**src/rtl/stopwatch_ctrl.sv**
```systemverilog
// Stopwatch controller: key edge detection, IDLE/RUN/LAP/PAUSE sequencing,
// prescaled hundredths tick and a cs/sec/min modulo cascade with lap capture.
module stopwatch_ctrl #(
  parameter int CLK_HZ  = 50_000_000,
  parameter int TICK_HZ = 100
) (
  input  logic       clk,
  input  logic       aclr,
  input  logic       btn_start,
  input  logic       btn_lap,
  input  logic       btn_clear,
  output logic [6:0] cs,
  output logic [5:0] sec,
  output logic [5:0] min,
  output logic       running,
  output logic       lap_frozen,
  output logic       ovf
);

  localparam int DIV = CLK_HZ / TICK_HZ;
  localparam int PW  = (DIV >= 2) ? $clog2(DIV) : 1;
  localparam logic [PW-1:0] PMAX = PW'(DIV - 1);

  generate
    if (DIV < 2) begin : g_div_check
      $error("stopwatch_ctrl: CLK_HZ/TICK_HZ must be at least 2");
    end
  endgenerate

  typedef enum logic [1:0] {S_IDLE, S_RUN, S_LAP, S_PAUSE} state_t;

  state_t          state, state_nxt;
  logic            start_q, lap_q, clear_q;
  logic            ev_start, ev_lap, ev_clear;
  logic            counting, tick;
  logic [PW-1:0]   presc, presc_nxt;
  logic [6:0]      cnt_cs, cs_nxt, lap_cs, lap_cs_nxt;
  logic [5:0]      cnt_sec, sec_nxt, lap_sec, lap_sec_nxt;
  logic [5:0]      cnt_min, min_nxt, lap_min, lap_min_nxt;
  logic            ovf_nxt;

  function automatic logic [6:0] wrap_inc(input logic [6:0] v, input logic [6:0] vmax);
    return (v == vmax) ? 7'd0 : v + 7'd1;
  endfunction

  assign ev_start = btn_start & ~start_q;
  assign ev_lap   = btn_lap   & ~lap_q;
  assign ev_clear = btn_clear & ~clear_q;

  assign counting = (state == S_RUN) || (state == S_LAP);
  assign tick     = counting && (presc == PMAX);

  always_comb begin
    state_nxt   = state;
    presc_nxt   = presc;
    cs_nxt      = cnt_cs;
    sec_nxt     = cnt_sec;
    min_nxt     = cnt_min;
    lap_cs_nxt  = lap_cs;
    lap_sec_nxt = lap_sec;
    lap_min_nxt = lap_min;
    ovf_nxt     = ovf;

    if (counting) begin
      presc_nxt = tick ? '0 : presc + PW'(1);
    end
    if (tick) begin
      cs_nxt = wrap_inc(cnt_cs, 7'd99);
      if (cnt_cs == 7'd99) begin
        sec_nxt = 6'(wrap_inc({1'b0, cnt_sec}, 7'd59));
        if (cnt_sec == 6'd59) begin
          min_nxt = 6'(wrap_inc({1'b0, cnt_min}, 7'd59));
          if (cnt_min == 6'd59) ovf_nxt = 1'b1;
        end
      end
    end

    // Only the highest-priority event that means something in this state acts.
    unique case (state)
      S_IDLE: begin
        if (ev_start) state_nxt = S_RUN;
      end
      S_RUN: begin
        if (ev_start) begin
          state_nxt = S_PAUSE;
        end else if (ev_lap) begin
          state_nxt   = S_LAP;
          lap_cs_nxt  = cnt_cs;
          lap_sec_nxt = cnt_sec;
          lap_min_nxt = cnt_min;
        end
      end
      S_LAP: begin
        if (ev_start)    state_nxt = S_PAUSE;
        else if (ev_lap) state_nxt = S_RUN;
      end
      S_PAUSE: begin
        if (ev_clear) begin
          state_nxt = S_IDLE;
          presc_nxt = '0;
          cs_nxt    = '0;
          sec_nxt   = '0;
          min_nxt   = '0;
          ovf_nxt   = 1'b0;
        end else if (ev_start) begin
          state_nxt = S_RUN;
        end
      end
      default: state_nxt = S_IDLE;
    endcase
  end

  always_ff @(posedge clk or negedge aclr) begin
    if (!aclr) begin
      state      <= S_IDLE;
      start_q    <= 1'b0;
      lap_q      <= 1'b0;
      clear_q    <= 1'b0;
      presc      <= '0;
      cnt_cs     <= '0;
      cnt_sec    <= '0;
      cnt_min    <= '0;
      lap_cs     <= '0;
      lap_sec    <= '0;
      lap_min    <= '0;
      ovf        <= 1'b0;
      running    <= 1'b0;
      lap_frozen <= 1'b0;
    end else begin
      state      <= state_nxt;
      start_q    <= btn_start;
      lap_q      <= btn_lap;
      clear_q    <= btn_clear;
      presc      <= presc_nxt;
      cnt_cs     <= cs_nxt;
      cnt_sec    <= sec_nxt;
      cnt_min    <= min_nxt;
      lap_cs     <= lap_cs_nxt;
      lap_sec    <= lap_sec_nxt;
      lap_min    <= lap_min_nxt;
      ovf        <= ovf_nxt;
      running    <= (state_nxt == S_RUN) || (state_nxt == S_LAP);
      lap_frozen <= (state_nxt == S_LAP);
    end
  end

  // lap_frozen is the registered copy of "state is LAP", so it selects the display.
  assign cs  = lap_frozen ? lap_cs  : cnt_cs;
  assign sec = lap_frozen ? lap_sec : cnt_sec;
  assign min = lap_frozen ? lap_min : cnt_min;

endmodule

```
**config.mk**
```make
export PLATFORM = sky130hd
export DESIGN_NAME = stopwatch_ctrl
export DESIGN_NICKNAME = d
export VERILOG_FILES = /design/src/rtl/stopwatch_ctrl.sv
export SDC_FILE = /design/constraint.sdc
export NUM_CORES = 1
export LEC_CHECK = 0
export ABC_AREA = 1
export CAP_MARGIN = 30
export CORE_MARGIN = 5
export CORE_UTILIZATION = 35
export DETAILED_ROUTE_END_ITERATION = 7
export GPL_ROUTABILITY_DRIVEN = 0
export HOLD_SLACK_MARGIN = 0.15
export PLACE_DENSITY = 0.61
export SLEW_MARGIN = 20
export SYNTH_ARGS = -nofsm -noshare
export SYNTH_HDL_FRONTEND = slang
export SYNTH_SLANG_ARGS = --single-unit
```
**constraint.sdc**
```tcl
create_clock -name clk -period 2.1 [get_ports clk]
set_input_delay 0.42 -clock clk [delete_from_list [all_inputs] [get_ports clk]]
set_output_delay 0.42 -clock clk [all_outputs]
set_load 0.05 [all_outputs]
```
Word-level counts from Yosys, hierarchy flattened
Index checks and enable logic that the tools add are counted.
{"block": "classes", "n_reduce_logical": 5, "eq_ne": 9, "muxes": 35, "bitwise": 7, "addsub": 4}
{"cell": "$mux 6", "n": 13}
{"cell": "$mux 19", "n": 4}
{"cell": "$mux 7", "n": 5}
{"cell": "$add 19x1->19 const B", "n": 1}
{"cell": "$eq 19x19->1 const B", "n": 1}
{"cell": "$add 6x1->6 const B", "n": 2}
{"cell": "$eq 6x6->1 const B", "n": 2}
{"cell": "$mux 2", "n": 6}
{"cell": "$pmux 2 s4", "n": 1}
{"cell": "$add 7x1->7 const B", "n": 1}
{"cell": "$eq 7x7->1 const B", "n": 1}
{"cell": "$eq 2x2->1 const B", "n": 3}
{"cell": "$mux 1", "n": 6}
{"cell": "$eq 2x1->1 const B", "n": 2}
{"cell": "$not 1->1", "n": 4}
{"cell": "$and 1x1->1", "n": 3}
{"cell": "$reduce_and 3->1", "n": 1}
{"cell": "$logic_not 2->1", "n": 1}
{"cell": "$logic_or 1x1->1", "n": 2}
{"cell": "$logic_and 1x1->1", "n": 1}
{"block": "totals", "register_bits": 65, "word_cells": 74}

Longest topological paths before layout
Gate-level depths: netlist of the first run.
{"block": "logic_depth", "word_depth": 7, "mapped_depth": 11, "ltp_nobuf": 10}

Worst setup path after synthesis of the first run
Ideal clock, no wire load.
{"block": "synth_timing", "path_kind": "register to output", "start": "register lap_frozen", "end": "output min[4]", "required_ns": 1.680, "setup_slack_ns": -0.440, "t_arrival_ns": 2.120, "path_stages_with_launch": 4, "cell_sequence": "dfrtp_1 -> clkbuf_1 -> clkbuf_1 -> o21ai_0"}
{"block": "synth_via", "elab_chain_len": 1}
{"item": "from (decl)", "line_no": "16", "rtl": "output logic lap_frozen,"}
{"item": "from (signal assigned)", "line_no": "143", "rtl": "lap_frozen <= (state_nxt == S_LAP);"}
{"item": "$mux 6", "line_no": "150", "rtl": "assign min = lap_frozen ? lap_min : cnt_min;"}
{"item": "to (decl)", "line_no": "14", "rtl": "output logic [5:0] min,"}
Every way passes these cells.

Worst setup path after layout of the first run
{"block": "layout_timing", "start": "register ovf", "end": "output ovf"}
{"item": "from (decl)", "line_no": "17", "rtl": "output logic ovf"}
{"item": "from (signal assigned)", "line_no": "141", "rtl": "ovf <= ovf_nxt;"}
No word-level cell between the ends.

==> results of run 1 <==
-- repair_timing --
action / in CTS / in global routing
hold endpoints to repair: 65 / 0
hold buffers: 1 / 0
gates resized for setup: 0 / 2
setup buffers: 0 / 1
endpoints found under the setup margin: 0 / 14
-- report_power, final --
| part | internal [uW] | switching [uW] |
|---|---|---|
| logic | 423 | 690 |
| registers | 1420 | 185 |
| clock network | 667 | 500 |
| total | 2510 | 1380 |
-- registers in the layout, summed over array words and instances, names as in the netlist --
name,cells
cnt_min,6
ovf,1
lap_frozen,1
clear_q,1
presc,19
lap_sec,6
lap_cs,7
state,2
running,1
lap_q,1
start_q,1
lap_min,6
cnt_cs,7
cnt_sec,6
-- per-stage QoR --
| step | util (%) | TNS [ns] | std cells | power (uW) |
|---|---|---|---|---|
| 4_1_cts | 44.6 | 0 | 665 | 3930 |
| 3_5_place_dp | 42.4 | 0 | 648 | 2730 |
| 5_1_grt | 44.7 | 0 | 666 | 4160 |
| 6_report | 44.7 | 0 | 666 | 3890 |
| 3_3_place_gp | 42.4 | 0 | 648 | 2700 |
| 2_1_floorplan | - | -0.958 | 492 | 2360 |
-- logic make-up (layout without fill, tap and decap cells) --
| family | count (synthesis) | count (layout) | synth area share, % |
|---|---|---|---|
| adders and majority gates | 9 | 9 | 3.08 |
| and+or+nand+nor | 271 | 271 | 32.6 |
| buffers and inverters | 76 | 114 | 8.99 |
| AOI/OAI and AO/OA | 64 | 64 | 9.20 |
| xor gates and xnor gates | 7 | 7 | 1.68 |
| DFF | 65 | 65 | 44.5 |
-- layout by cell type, fill, tap and decap left out, drive strengths merged, types with 2 or more instances in the layout --
master,count
clkbuf,9
clkdlybuf4s50,5
inv,61
a21oi,11
nand4,10
o31ai,2
o21ai,49
dfrtp,65
xor2,7
nand3,42
ha,9
nand2,133
buf,30
bufinv,2
nor2,70
clkinv,5
nor3,11
-- metal layers --
layer	GRT usage [%]	vias to the layer above	part of all wire (%)
met1	17.0	1454	48
met5	0	-	0
met4	2.64	0	0.83
met3	3.67	6	4.8
li1	-	1642	-
met2	21.6	67	47
-- final cells by class --
cell class                      instances  area (sq um)  share of cell area, %
Clock buffer                            9           124                   2.70
Clock inverter                          7          95.1                   2.07
Inverter                               62           238                   5.17
Multi-Input combinational cell        351          1750                   38.0
Sequential cell                        65          1630                   35.4
Tap cell                              136           170                   3.70
Timing Repair Buffer                   36           596                   13.0
-- final timing paths --
| path | cells after the start | endpoint | from | slack (ns) |
|---|---|---|---|---|
| max | 1 | ovf | ovf$_DFF_PN0_ | 0.18 |
| min | 2 | lap_min[2]$_DFFE_PN0P_ | lap_min[2]$_DFFE_PN0P_ | 0.49 |
| max in group asynchronous | 3 | lap_min[5]$_DFFE_PN0P_ | aclr | 1.19 |
| min in group asynchronous | 3 | lap_cs[1]$_DFFE_PN0P_ | aclr | 0.61 |
| max reg2reg | 10 | ovf$_DFF_PN0_ | state[0]$_DFF_PN0_ | 0.20 |
| min reg2reg | 2 | lap_min[2]$_DFFE_PN0P_ | lap_min[2]$_DFFE_PN0P_ | 0.49 |
==> results.cfg, run 1 <==
[sta]
fmax_mhz = 521
fin_ws_ns = 0.182
slew_headroom_pct = 67.2
setup_violations = 0
hold_viol_final = 0
hold_slack_ns = 0.487
finalMaxSlewViolations = 0
rsz0062_at_grt = no
finClkSkew_ns = 0.0117
min_period_over_period_pct = 91.3
fin_crit_ns = 1.92
worst_slew_pin_slew_ns = 0.490

[setup_path]
worstPathRequired_ns = 1.68
crit_buf_inv = 1
crit_slowest_cell = clkdlybuf4s50_1
cp_top_family = buffers and inverters
crit_path_cell_trace = clkdlybuf4s50_1
worstPathMaxFanout = 2
critical_path_class = flop to output port
crit_arrival_ns = 1.50
slowest_delay_ns = 0.80
cp-end-kind = output port
start_kind = flop

[placed_design]
dpl.hpwl_mm = 5.65
dpl_cell_area_sq_um = 4350
place_ws_ns = 0.107
io_buffers = 26

[status]
status = complete, no violations

[global_route]
antenna_found_initial = 0
grt-ovfl-total = 0
first_global_vias = 2958
grt_max_degree = 66
grt_pass1_wl_mm = 13.7
track_usage_pct = 13.0

[synth]
synth.most_common_cell = nand2_1
avgSynthCellArea_sq_um = 7.44
async_flop_share_pct = 100
ys_warn_count = 0
syn_nets = 506
synthTopCellsByCount = nand2_1, dfrtp_1, nor2_1
synth_top_cells_by_area = dfrtp_1, nand2_1, o21ai_0, nor2_1, inv_1
ys_types = 35
netlist_area_sq_um = 3660
ys_seq_elements = 65
synth_edf_count = 0
yosys.area.top_type = dfrtp_1
synth_top_area_share_pct = 44.5
ys.flop_type = dfrtp_1
yosysSeqAreaShare_pct = 44.5
syn-instance-count = 492

[floorplan]
start_util_pct = 35.6
core_sq_um = 10300
boundaryPins = 27
die-area_sq_um = 12600
fp.dieW_microns = 112
rows = 37
fp.dieH_microns = 112

[cts]
htree_levels = 3
cts_tree = built
clk_latency_ns = 0.35
clkTransAtPathRegs_ns = 0.07
cts_root_buffer = clkbuf_8
numCtsBuffers = 9
numClockSinks = 65
clock_path_buffers = 2

[flow_run]
maxCapViolCount = 0

[routing]
antenna_left = 0
route.detailed.wl_per_inst_microns = 11.6
drc = 0
routed_wirelength_mm = 7.71
vias = 3169
vias_per_cell = 4.76
drt_iter0_markers = 195
drt_first_pass_iters = 5

[final_layout]
nNetsFinal = 539
fillers = 1034
area_growth_pct = 25.6
diodes = 0
design_area_sq_um = 4590
drive_gt1_share_pct = 14.0

[hold_path]
hp-class = flop to flop

[power_and_ir_drop]
power_density_nw_per_um2 = 846
irDropWorstVdd_v = 0.000529
p_leak_uw = 0.00207
No activity file was read; power rests on OpenSTA's default activity.
==> run 2, diff against run 1 <==
==> constraint.sdc (replaced) <==
create_clock -name clk -period 2.2 [get_ports clk]
set_input_delay 0.55 -clock clk [delete_from_list [all_inputs] [get_ports clk]]
set_output_delay 0.55 -clock clk [all_outputs]
set_load 0.05 [all_outputs]
==> run 2 against run 1 <==
  * Clock skew rose by 0.0017 ns
  * Clock power rose by 9%
  * Critical path depth did not move
  * Register-to-register slack improved by 0.06 ns
  * Die area did not move
  * Non-clock buffer count rose by 1
  * Sequential power fell by 5%
  * First-iteration DRC count rose by 24%
  * Critical path type unchanged
  * Largest power group unchanged
  * Highest routed layer unchanged
==> results.cfg, run 2 (synthesis results as in run 1) <==
[status]
status = complete, no violations

[cts]
numClockSinks = 65
htree_levels = 3
post_cts_buffers = 0
numCtsBuffers = 9
cts_root_buffer = clkbuf_8
clk_latency_ns = 0.35
cts_tree = built
clkTransAtPathRegs_ns = 0.07
clock_path_buffers = 2

[setup_path]
crit_path_cell_trace = clkdlybuf4s50_1
r2r_end = presc[12]$_DFF_PN0_
crit_buf_inv = 1
crit_slowest_cell = clkdlybuf4s50_1
start_kind = flop
regToRegStartpoint = state[1]$_DFF_PN0_
cp-end-kind = output port
worst-path-stages = 1
slowest_delay_ns = 0.81
worstPathRequired_ns = 1.65
worstPathMaxFanout = 2
crit_arrival_ns = 1.51
cp_top_family = buffers and inverters
r2r_cells = 10
critical_path_class = flop to output port
ff2ff_setup_slack_ns = 0.26
crit_start = ovf$_DFF_PN0_

[sta]
fin_crit_ns = 2.06
finalMaxSlewViolations = 0
fin_ws_ns = 0.140
fin_setup_tns_ns = 0
worst_slew_pin_slew_ns = 0.495
fmax_mhz = 485
rsz0062_at_grt = no
finClkSkew_ns = 0.0134
hold_viol_final = 0
slew_headroom_pct = 66.9
min_period_over_period_pct = 93.6
hold_slack_ns = 0.485
setup_violations = 0

[final_layout]
fillers = 1024
regMostFlops = presc
largest_reg_flops = 19
drive_gt1_share_pct = 14.5
nNetsFinal = 540
final_common_cell = nand2_1
reg.largest.list = presc: 19 flops, cnt_cs: 7 flops, lap_cs: 7 flops
fin_util_pct = 44.9
diodes = 0
area_growth_pct = 26.3
final_cell_mix = nand2_1, dfrtp_1, nor2_1, inv_1, nand3_1

[global_route]
track_usage_pct = 13.4
grt-ovfl-total = 0
antenna_found_initial = 0
first_global_vias = 3078
grt_pass1_wl_mm = 14.2
grt_max_degree = 40

[floorplan]
core_sq_um = 10300
fp.dieH_microns = 112
boundaryPins = 27
fp.dieW_microns = 112
start_util_pct = 35.6
die-area_sq_um = 12600
rows = 37

[routing]
vias = 3205
antenna_left = 0
drt_first_pass_iters = 4
routed_wirelength_mm = 7.99
drc = 0
drt_iter0_markers = 241
route.detailed.wl_per_inst_microns = 12.0
vias_per_cell = 4.81

[power_and_ir_drop]
p_leak_uw = 0.00208
power_density_nw_per_um2 = 834
irDropWorstVdd_v = 0.000426

[placed_design]
dpl.hpwl_mm = 5.92
place_ws_ns = 0.123
io_buffers = 26

[hold_path]
min_to = lap_sec[1]$_DFFE_PN0P_
min_delay_path_depth = 2
hold_start = lap_sec[1]$_DFFE_PN0P_
hp-class = flop to flop

[flow_run]
maxCapViolCount = 0
[run 2: routing by layer]
metal | wire [microns] | vias to the layer above | track usage (%)
li1 | - | 1641 | -
met1 | 3790 | 1490 | 17.4
met2 | 3760 | 61 | 21.7
met3 | 319 | 13 | 3.29
met4 | 123 | 0 | 4.81
met5 | 0 | - | 0
[run 2: metrics by stage]
| step | cells | total power, uW | cell area (sq um) |
|---|---|---|---|
| after floorplan | 492 | 2250 | 3700 |
| after global placement | 650 | 2570 | 4340 |
| after detailed placement | 650 | 2600 | 4340 |
| after CTS | 667 | 3890 | 4610 |
| after global routing | 667 | 4120 | 4620 |
| final | 667 | 3850 | 4620 |
[run 2: layout make-up]
type                            instances  area (sq um)  area share (%)
Tap cell                              136           170            3.68
Multi-Input combinational cell        351          1750            38.0
Sequential cell                        65          1630            35.2
Timing Repair Buffer                   37           578            12.5
Inverter                               62           238            5.15
Clock buffer                           10           138            2.98
Clock inverter                          6           115            2.49
[run 2: where the power goes]
group	internal, uW	switching, uW	leakage [uW]	total [uW]
combinational	391	664	0.00108	1050
sequential	1350	173	0.000872	1530
clock	787	484	0.000123	1270
total	2530	1320	0.00208	3850
[run 2: how the worst max path moves through the flow]
| stage | slack, ns | end |
|---|---|---|
| after CTS | 0.11 | ovf |
| after detailed placement | 0.12 | running$_DFF_PN0_ |
| after global placement | 0.15 | running$_DFF_PN0_ |
| after floorplan | -0.14 | min[4] |
| final | 0.14 | ovf |
| after global routing | 0.007 | cnt_cs[2]$_DFF_PN0_ |
[run 2: repair_timing]
action	CTS	global route
gates resized for setup	0	4
endpoints found under the setup margin	0	6
hold buffers	1	0
endpoints found under the hold margin	14	0
